<file path="config.mk">
export PLATFORM = sky130hd
export DESIGN_NAME = aes_inv_round_ctrl
export DESIGN_NICKNAME = d
export VERILOG_FILES = /design/src/rtl/aes_pkg.sv /design/src/rtl/aes_inv_round_ctrl_fsm.sv /design/src/rtl/aes_inv_round_ctrl.sv
export SDC_FILE = /design/constraint.sdc
export NUM_CORES = 1
export LEC_CHECK = 0
export CELL_PAD_IN_SITES_DETAIL_PLACEMENT = 0
export CELL_PAD_IN_SITES_GLOBAL_PLACEMENT = 1
export CORE_AREA = 2 2 251 253
export DETAILED_ROUTE_END_ITERATION = 7
export DIE_AREA = 0 0 253 255
export PLACE_DENSITY_LB_ADDON = 0.15
export SLEW_MARGIN = 20
export SYNTH_ARGS = -nofsm -noshare
export SYNTH_HDL_FRONTEND = slang
export SYNTH_SLANG_ARGS = --single-unit
</file>
<file path="constraint.sdc">
create_clock -name CLK -period 4.7 [get_ports CLK]
set_input_delay 0.47 -clock CLK [delete_from_list [all_inputs] [get_ports CLK]]
set_output_delay 0.47 -clock CLK [all_outputs]
set_load 0.02 [all_outputs]
</file>
<file path="src/rtl/aes_pkg.sv">
// aes_pkg
// Shared constants and types for the AES inverse-cipher round controller.
//
// Contents:
//   NR_128, NR_256   round counts for the two supported key sizes
//   BLOCK_LENGTH     AES state width in bits
//   ctrl_state_e     controller FSM states (IDLE, RUN, DONE)
//   rounds_for_key   maps a key length in bits to its round count
package aes_pkg;

    localparam int NR_128       = 10;
    localparam int NR_256       = 14;
    localparam int BLOCK_LENGTH = 128;

    typedef enum logic [1:0] {
        IDLE = 2'd0,
        RUN  = 2'd1,
        DONE = 2'd2
    } ctrl_state_e;

    // The caller rejects illegal key lengths separately, so anything that
    // is not 256 is treated as the 128-bit case here.
    function automatic logic [3:0] rounds_for_key(input int keyLength);
        return (keyLength == 256) ? 4'(NR_256) : 4'(NR_128);
    endfunction

endpackage

</file>
<file path="src/rtl/aes_inv_round_ctrl_fsm.sv">
// aes_inv_round_ctrl_fsm
// Sequencing core of the inverse-round controller: the IDLE/RUN/DONE state
// machine and the round counter. It carries no block data; the parent owns
// the state register and uses load_o/step_o to decide how it updates.
//
// Ports:
//   clk_i        clock, rising edge
//   rst_ni       asynchronous active-low reset
//   in_valid_i   ciphertext offered by the producer
//   out_ready_i  plaintext accepted by the consumer
//   abort_i      synchronous flush back to IDLE
//   state_o      current FSM state
//   rnd_o        current round counter value
//   load_o       this edge accepts a new block (initial AddRoundKey)
//   step_o       this edge commits one inverse round result
module aes_inv_round_ctrl_fsm
    import aes_pkg::*;
#(
    parameter logic [3:0] NR = 4'd10
) (
    input  logic        clk_i,
    input  logic        rst_ni,
    input  logic        in_valid_i,
    input  logic        out_ready_i,
    input  logic        abort_i,
    output ctrl_state_e state_o,
    output logic [3:0]  rnd_o,
    output logic        load_o,
    output logic        step_o
);

    ctrl_state_e state_q;
    ctrl_state_e state_d;
    logic [3:0]  rnd_q;
    logic [3:0]  rnd_d;

    // FSM state and round counter registers. Reset lands in IDLE with the
    // counter cleared so no stale round index survives a reset.
    always_ff @(posedge clk_i or negedge rst_ni) begin
        if (!rst_ni) begin
            state_q <= IDLE;
            rnd_q   <= 4'd0;
        end else begin
            state_q <= state_d;
            rnd_q   <= rnd_d;
        end
    end

    // Next-state logic. Abort outranks every other request, and a block is
    // only taken from IDLE, so a new block can never overlap the previous
    // one. The counter runs NR-1 down to 0 and the zero round exits to DONE
    // rather than decrementing, so it cannot wrap.
    always_comb begin
        state_d = state_q;
        rnd_d   = rnd_q;
        load_o  = 1'b0;
        step_o  = 1'b0;

        if (abort_i) begin
            state_d = IDLE;
        end else begin
            case (state_q)
                IDLE: begin
                    if (in_valid_i) begin
                        load_o  = 1'b1;
                        rnd_d   = NR - 4'd1;
                        state_d = RUN;
                    end
                end
                RUN: begin
                    step_o = 1'b1;
                    if (rnd_q != 4'd0) begin
                        rnd_d = rnd_q - 4'd1;
                    end else begin
                        state_d = DONE;
                    end
                end
                DONE: begin
                    if (out_ready_i) begin
                        state_d = IDLE;
                    end
                end
                default: begin
                    state_d = IDLE;
                end
            endcase
        end
    end

    assign state_o = state_q;
    assign rnd_o   = rnd_q;

endmodule

</file>
<file path="src/rtl/aes_inv_round_ctrl.sv">
// aes_inv_round_ctrl
// Round controller for an iterative AES inverse cipher. It holds the block
// state, walks the round-key index from Nr down to 0 and hands the state to
// an external inverse-round datapath, writing that datapath's result back
// every cycle. No cryptographic logic lives here.
//
// Parameters:
//   KEY_LENGTH    128 (Nr=10) or 256 (Nr=14); anything else stops elaboration
//   BLOCK_LENGTH  state width
//
// Ports:
//   CLK         clock, rising edge
//   RST_n       asynchronous active-low reset
//   in_valid    ciphertext offered        in_ready   block can be taken
//   IN          ciphertext block
//   abort       synchronous flush to IDLE (state contents kept)
//   rk_idx      round-key index to the key store
//   rk          round key for rk_idx, combinational
//   rnd_state   state sent to the datapath
//   rnd_last    final round: datapath skips InvMixColumns
//   rnd_result  datapath output, combinational
//   out_valid   plaintext available       out_ready  consumer takes it
//   OUT         plaintext (the state register)
//   busy        high in RUN or DONE
module aes_inv_round_ctrl #(
    parameter int KEY_LENGTH   = 128,
    parameter int BLOCK_LENGTH = aes_pkg::BLOCK_LENGTH
) (
    input  logic                    CLK,
    input  logic                    RST_n,
    input  logic                    in_valid,
    output logic                    in_ready,
    input  logic [BLOCK_LENGTH-1:0] IN,
    input  logic                    abort,
    output logic [3:0]              rk_idx,
    input  logic [BLOCK_LENGTH-1:0] rk,
    output logic [BLOCK_LENGTH-1:0] rnd_state,
    output logic                    rnd_last,
    input  logic [BLOCK_LENGTH-1:0] rnd_result,
    output logic                    out_valid,
    input  logic                    out_ready,
    output logic [BLOCK_LENGTH-1:0] OUT,
    output logic                    busy
);

    import aes_pkg::*;

    if ((KEY_LENGTH != 128) && (KEY_LENGTH != 256)) begin : gen_bad_key_length
        $error("aes_inv_round_ctrl: KEY_LENGTH must be 128 or 256");
    end

    localparam logic [3:0] NR = rounds_for_key(KEY_LENGTH);

    ctrl_state_e             fsmState;
    logic [3:0]              rnd;
    logic                    loadBlock;
    logic                    stepRound;
    logic [BLOCK_LENGTH-1:0] blockState_q;
    logic [BLOCK_LENGTH-1:0] blockState_d;

    aes_inv_round_ctrl_fsm #(
        .NR          (NR)
    ) u_fsm (
        .clk_i       (CLK),
        .rst_ni      (RST_n),
        .in_valid_i  (in_valid),
        .out_ready_i (out_ready),
        .abort_i     (abort),
        .state_o     (fsmState),
        .rnd_o       (rnd),
        .load_o      (loadBlock),
        .step_o      (stepRound)
    );

    // Block state register. Cleared on reset so OUT reads zero until the
    // first block has been processed.
    always_ff @(posedge CLK or negedge RST_n) begin
        if (!RST_n) begin
            blockState_q <= '0;
        end else begin
            blockState_q <= blockState_d;
        end
    end

    // State update. While IDLE the key store is pointed at round key Nr, so
    // accepting a block performs the initial AddRoundKey here. In RUN the
    // datapath result is committed each cycle. Abort suppresses both
    // through the FSM strobes, leaving the contents untouched.
    always_comb begin
        blockState_d = blockState_q;
        if (loadBlock) begin
            blockState_d = IN ^ rk;
        end else if (stepRound) begin
            blockState_d = rnd_result;
        end
    end

    // All outputs decode registered state only; handshake inputs never
    // reach an output combinationally.
    assign in_ready  = (fsmState == IDLE);
    assign busy      = (fsmState == RUN) || (fsmState == DONE);
    assign out_valid = (fsmState == DONE);
    assign rk_idx    = (fsmState == RUN) ? rnd : NR;
    assign rnd_last  = (fsmState == RUN) && (rnd == 4'd0);
    assign rnd_state = blockState_q;
    assign OUT       = blockState_q;

endmodule

</file>
==> results of run 1 <==
cell type report:
class                      instances  area (sq um)  share of cell area [%]
inverter                           6          22.5                   0.146
sequential                       134          3350                    21.7
clock inverter                     9           150                   0.970
antenna                            1          2.50                  0.0162
tap                              799          1000                    6.46
timing repair buffer             661          6660                    43.0
clock buffer                      22           464                    3.00
multi-input combinational        546          3820                    24.7
metrics by stage:
step | worst slack, ns | hold slack, ns
5_1_grt | 1.95 | 0.590
3_5_place_dp | 1.77 | 0.513
2_1_floorplan | 3.02 | 0.174
3_3_place_gp | 1.68 | 0.529
6_report | 2.07 | 0.542
4_1_cts | 1.97 | 0.549
sequential cells by signal, indices dropped and copies added, names as in the netlist:
name / cells
u_fsm.rnd_o: 4
u_fsm.state_o: 2
OUT: 128
metal layers:
metal	global-route usage, %	wire length (microns)	vias up	share of wire (%)
li1	-	-	3739	-
met1	12.4	14600	3602	38
met2	21.2	20500	336	53
met3	4.45	3100	26	8.0
met4	3.50	456	6	1.2
met5	0	38	-	0.098
power by group:
| group | internal [mW] | switching, mW | total [mW] |
|---|---|---|---|
| clock network | 0.909 | 0.565 | 1.47 |
| registers | 1.73 | 0.631 | 2.36 |
| logic | 2.82 | 2.74 | 5.56 |
| total | 5.46 | 3.93 | 9.39 |
synthesized netlist by cell type:
cell type and number:
sky130_fd_sc_hd__dfrtp_1 134, sky130_fd_sc_hd__mux2i_1 132, sky130_fd_sc_hd__buf_4 129, sky130_fd_sc_hd__a21oi_1 128, sky130_fd_sc_hd__nor2_1 128, sky130_fd_sc_hd__xor2_1 128, sky130_fd_sc_hd__clkbuf_1 23, sky130_fd_sc_hd__buf_8 10
sky130_fd_sc_hd__ha_1 6, sky130_fd_sc_hd__inv_1 6, sky130_fd_sc_hd__nand2b_1 6, sky130_fd_sc_hd__buf_2 5, sky130_fd_sc_hd__buf_6 3, sky130_fd_sc_hd__nand2_1 3, sky130_fd_sc_hd__and2_1 2, sky130_fd_sc_hd__nor2b_1 2
sky130_fd_sc_hd__a221o_1 1, sky130_fd_sc_hd__a41o_1 1, sky130_fd_sc_hd__and4bb_2 1, sky130_fd_sc_hd__buf_1 1, sky130_fd_sc_hd__mux2_2 1, sky130_fd_sc_hd__nand3b_1 1, sky130_fd_sc_hd__nor3_1 1, sky130_fd_sc_hd__nor3_2 1
sky130_fd_sc_hd__o221a_2 1, sky130_fd_sc_hd__o31a_1 1, sky130_fd_sc_hd__or3b_1 1, sky130_fd_sc_hd__or4b_1 1
final timing paths:
| check | end | start |
|---|---|---|
| max | rnd_last | u_fsm.state_o[1] |
| min | OUT[12] | RST_n |
| max reg2reg | OUT[58] | u_fsm.state_o[1] |
| min reg2reg | u_fsm.state_o[1] | u_fsm.state_o[1] |
| max in group asynchronous | OUT[59] | RST_n |
| min in group CLK | u_fsm.state_o[1] | u_fsm.state_o[1] |
critical path, cell delays in order (launching register included):
cell and delay (ns):
sky130_fd_sc_hd__dfrtp_1 0.41, sky130_fd_sc_hd__inv_1 0.12, sky130_fd_sc_hd__ha_1 0.25, sky130_fd_sc_hd__and4bb_2 0.28, sky130_fd_sc_hd__clkdlybuf4s50_1 0.63
repair_timing:
item	4_1_cts	5_1_grt
endpoints found under the hold margin	12	0
resized for setup	0	0
hold buffers	1	0
cells by family after synthesis:
kind of cell / Yosys count
mux: 133
buf+inv: 177
compound gates: 132
flops: 134
simple gates: 147
xor+xnor: 128
fa+ha+maj: 6
==> results_dict.tcl, run 1 <==
set metrics [dict create \
    status "finished, final reports clean" \
    cts-buffers-inserted 17 \
    post_synth_num_cell_types 28 \
    synth_nets 1252 \
    combinational_family_with_the_most_area_after_synthesis "multiplexers" \
    synth.area.top_cells "sky130_fd_sc_hd__dfrtp_1 40%, sky130_fd_sc_hd__mux2i_1 16%, sky130_fd_sc_hd__xor2_1 13%, sky130_fd_sc_hd__buf_4 11%, sky130_fd_sc_hd__a21oi_1 7.6%" \
    vdd_ir_drop_max_uv 277 \
    post_synthesis_adder_cell_area_fraction_pct 0.887 \
    max_slew_margin_pct 40.6 \
    dpl-instance-area_sq_um 14900 \
    grt_start_max_net_pins 73 \
    fp.dieH_microns 255 \
    report.final.slew_viol_count 0 \
    period_minus_slack_ns 2.63 \
    final.period_utilization_pct 56.0 \
    worst_ep_arrival_time_ns 2.16 \
    grt_util_all_layers_pct 11.6 \
    worst_min_delay_path_category "input pin to asynchronous set/reset pin" \
    finish.cell_count_without_fillers 2178 \
    crit_path_start_kind "flop" \
    total_wirelength_microns 38700 \
    boundaryPins 653 \
    detailedPlacementHpwl_microns 31300 \
    syn_area_per_cell_sq_um 9.87 \
    drt_first_pass_iters 4 \
    nFillCells 6742 \
    design.core.area_sq_um 62200 \
    drt.antenna.violating_nets 0 \
    yosys.area_share.xor_xnor_pct 13.3 \
    synth_top_area_share_pct 39.6 \
    drt_drc_violations_left 0 \
    ff2ff_path_depth 6 \
    antenna_found_initial 4 \
    share_of_layout_cells_above_drive_strength_1_pct 3.05 \
    globalRoute.totalOverflow 0 \
    first_global_vias 7883 \
    tritoncts_num_sinks 134 \
    worst_setup_ep_type "output pin" \
    fmax_mhz 380 \
    cts_setup_buffers 0 \
    static-leakage-power_nw 6.72 \
    vias 7709 \
    avgViaCountPerCell 3.54 \
    start_util_pct 13.6 \
    timing.setup.critical_path_class "flop to output pin" \
    critical_path.max_fanout 5 \
    synth_top_area_cell "sky130_fd_sc_hd__dfrtp_1" \
    power_density_nw_per_um2 607 \
    fp-row-count 92 \
    cts_root_buf "sky130_fd_sc_hd__clkbuf_16" \
    synth.cell_area_sq_um 8460 \
    synth.yosys.seq_area_share_pct 39.6 \
    synth_warnings 0 \
    synthToLayoutAreaGrowth_pct 82.9 \
    clk-insertion-delay-late_ns 0.47 \
    fin_tns_setup_ns 0 \
    muxShareOfSynthArea_pct 15.7 \
    synth_compound_area_share_pct 8.04 \
    finish.instance_area_sq_um 15500 \
    ys_ff_latch 134 \
    fraction_of_the_mapped_netlist_area_in_simple_logic_gates_pct 7.19 \
    reg2reg_slack_ns 2.30 \
    gp_congestion 0.717 \
    synth_cells 857 \
    most_common_cell_after_layout_fill_and_taps_aside "sky130_fd_sc_hd__clkdlybuf4s50_1" \
    drv.max_cap_violation_count 0 \
    hold_viol_final 0 \
    tritoncts "done" \
    final_nets 1761 \
    cts.path.max_buffers 2 \
    finalSetupViolCount 0 \
    design.die.area_sq_um 64500 \
    utilization_pct 24.9 \
    worst-slew-pin-transition_ns 0.889 \
    cts.htree.levels 4 \
    detailedRoute.firstIterationViolations 170 \
    required_ns 4.23 \
    port_buffer_cells 652 \
    p_total_mw 9.39 \
    mostFrequentLayoutCells "651 x sky130_fd_sc_hd__clkdlybuf4s50_1, 134 x sky130_fd_sc_hd__dfrtp_1, 132 x sky130_fd_sc_hd__mux2i_1" \
    grt_pass1_wl_microns 53400 \
    setup_repair_after_global_routing_missed_its_margin "false" \
    skew_ns 0.00867 \
    routed_wire_length_per_instance_microns 17.7 \
    clkSlewWorstSetupHoldPaths_ns 0.06 \
    placed_cells 2145 \
    die_w_microns 253 \
]
No activity file was read; power rests on OpenSTA's default activity.
==> run 2, diff against run 1 <==
--- a/config.mk
+++ b/config.mk
@@ -7,9 +7,9 @@
 export LEC_CHECK = 0
 export CELL_PAD_IN_SITES_DETAIL_PLACEMENT = 0
 export CELL_PAD_IN_SITES_GLOBAL_PLACEMENT = 1
-export CORE_AREA = 2 2 251 253
+export CORE_AREA = 2 2 256 258
 export DETAILED_ROUTE_END_ITERATION = 7
-export DIE_AREA = 0 0 253 255
+export DIE_AREA = 0 0 258 260
 export PLACE_DENSITY_LB_ADDON = 0.15
 export SLEW_MARGIN = 20
 export SYNTH_ARGS = -nofsm -noshare
==> constraint.sdc (replaced) <==
create_clock -name CLK -period 2.5 [get_ports CLK]
set_input_delay 0.25 -clock CLK [delete_from_list [all_inputs] [get_ports CLK]]
set_output_delay 0.25 -clock CLK [all_outputs]
set_load 0.02 [all_outputs]
==> run 2 against run 1 <==
Net effect: register-to-register slack worse by 1.7 ns; final cell count up 3.3%; sequential share of layout area down 0.25 points; routed wire length up 1.2%; critical path depth unchanged; first-iteration DRC count up 52%; largest cell class unchanged.
==> results_dict.tcl, run 2 (same netlist as run 1, synthesis figures left out) <==
set metrics [dict create \
    largest_register_ff_count 128 \
    worst_min_delay_path_category "input pin to asynchronous set/reset pin" \
    worst-slew-pin-transition_ns 0.571 \
    hold_viol_final 0 \
    mostFrequentLayoutCells "650 x sky130_fd_sc_hd__clkdlybuf4s50_1, 134 x sky130_fd_sc_hd__dfrtp_1, 132 x sky130_fd_sc_hd__mux2i_1" \
    cts.path.max_buffers 2 \
    fp.dieH_microns 260 \
    die_w_microns 258 \
    synthToLayoutAreaGrowth_pct 85.1 \
    vias 7729 \
    setup_slack_ns 0.206 \
    static-leakage-power_nw 6.80 \
    worst_ep_arrival_time_ns 2.04 \
    drt_drc_violations_left 0 \
    pre_cts_ws_ns 0.396 \
    vdd_ir_drop_max_uv 467 \
    skew_ns 0.0122 \
    total_wirelength_microns 39100 \
    final_nets 1775 \
    grt_start_max_net_pins 82 \
    timing.setup.critical_path_class "flop to output pin" \
    cts.htree.levels 4 \
    status "finished, final reports clean" \
    port_buffer_cells 652 \
    design.die.area_sq_um 67100 \
    boundaryPins 653 \
    worst_setup_ep_type "output pin" \
    cts-buffers-inserted 17 \
    required_ns 2.25 \
    crit_path_start_kind "flop" \
    period_minus_slack_ns 2.29 \
    clk-insertion-delay-late_ns 0.47 \
    finish.cell_count_without_fillers 2250 \
    drv.max_cap_violation_count 0 \
    utilization_pct 24.4 \
    final.period_utilization_pct 91.7 \
    max_slew_margin_pct 61.8 \
    share_of_layout_cells_above_drive_strength_1_pct 4.16 \
    antenna_found_initial 2 \
    power_density_nw_per_um2 1120 \
    globalRoute.totalOverflow 0 \
    fmax_mhz 436 \
    drt_first_pass_iters 4 \
    fin_tns_setup_ns 0 \
    first_global_vias 8190 \
    detailedPlacementHpwl_microns 31900 \
    grt_pass1_wl_microns 55200 \
    grt_util_all_layers_pct 11.5 \
    detailedRoute.firstIterationViolations 258 \
    tritoncts "done" \
    routed_wire_length_per_instance_microns 17.4 \
    report.final.slew_viol_count 0 \
    avgViaCountPerCell 3.44 \
    cts_root_buf "sky130_fd_sc_hd__clkbuf_16" \
    design.core.area_sq_um 64100 \
    gp_congestion 0.777 \
    p_total_mw 17.5 \
    most_common_cell_after_layout_fill_and_taps_aside "sky130_fd_sc_hd__clkdlybuf4s50_1" \
    finalSetupViolCount 0 \
    fp-row-count 93 \
    critical_path.max_fanout 8 \
    placed_cells 2215 \
    clkSlewWorstSetupHoldPaths_ns 0.06 \
    tritoncts_num_sinks 134 \
    drt.antenna.violating_nets 0 \
    setup_repair_after_global_routing_missed_its_margin "false" \
    start_util_pct 13.2 \
]
run 2: cell count changes in the layout (fill, tap and decap cells not counted), moves of 2 or more:
cell                        previous run  this run
sky130_fd_sc_hd__buf_12                5        11
sky130_fd_sc_hd__buf_4                 3        11
sky130_fd_sc_hd__bufinv_16             4         0
sky130_fd_sc_hd__clkbuf_8              2         4
sky130_fd_sc_hd__clkinv_2              3         5
run 2: path summary, 6_finish.rpt:
kind	start	to	slack [ns]	cells past startpoint
worst max-delay path	u_fsm.state_o[1]	rk_idx[2]	0.21	4
worst min-delay path	RST_n	OUT[99]	0.34	3
worst max register to register	u_fsm.state_o[0]	OUT[12]	0.60	7
worst min register to register	u_fsm.state_o[1]	u_fsm.state_o[1]	0.57	2
max in group asynchronous	RST_n	OUT[48]	1.65	3
min in group CLK	rnd_result[40]	OUT[40]	0.40	3
run 2: power breakdown:
group          internal [mW]  switching, mW  leakage [nW]
logic                   5.42           5.18          5.04
clock network           1.36           1.09         0.266
registers               3.25           1.18          1.50
total                   10.0           7.45          6.80
run 2: layout make-up:
class	instances	area, sq um
Inverter	6	22.5
Clock buffer	24	492
Fill cell	6858	48500
Clock inverter	8	48.8
Tap cell	855	1070
Sequential cell	134	3350
Timing Repair Buffer	675	6840
Antenna cell	2	5.00
Multi-Input combinational cell	546	3830
run 2: timing repair:
action	CTS	global route
resized for setup	0	2
hold endpoints to repair	134	0
endpoints found under the setup margin	0	3
buffers inserted	0	0
hold buffers	1	0
run 2: critical path, stage by stage, from the launching register on:
cell,delay (ns)
sky130_fd_sc_hd__dfrtp_1,0.39
sky130_fd_sc_hd__inv_1,0.11
sky130_fd_sc_hd__ha_2,0.29
sky130_fd_sc_hd__and2_1,0.16
sky130_fd_sc_hd__clkdlybuf4s50_1,0.63
run 2: per-layer routing:
| layer | vias to the layer above | global-route usage, % | wire length (microns) |
|---|---|---|---|
| met5 | - | 0 | 0 |
| met4 | 0 | 3.11 | 444 |
| met3 | 20 | 3.68 | 2560 |
| met2 | 325 | 21.3 | 21200 |
| met1 | 3606 | 12.4 | 14900 |
| li1 | 3778 | - | - |
run 2: per-stage QoR:
stage / instance area (sq um) / hold slack [ns]
after CTS: 15700 / 0.342
after detailed placement: 15100 / 0.267
after global placement: 15100 / 0.267
after global routing: 15700 / 0.344
after floorplan: 8460 / -0.0456
final: 15700 / 0.338
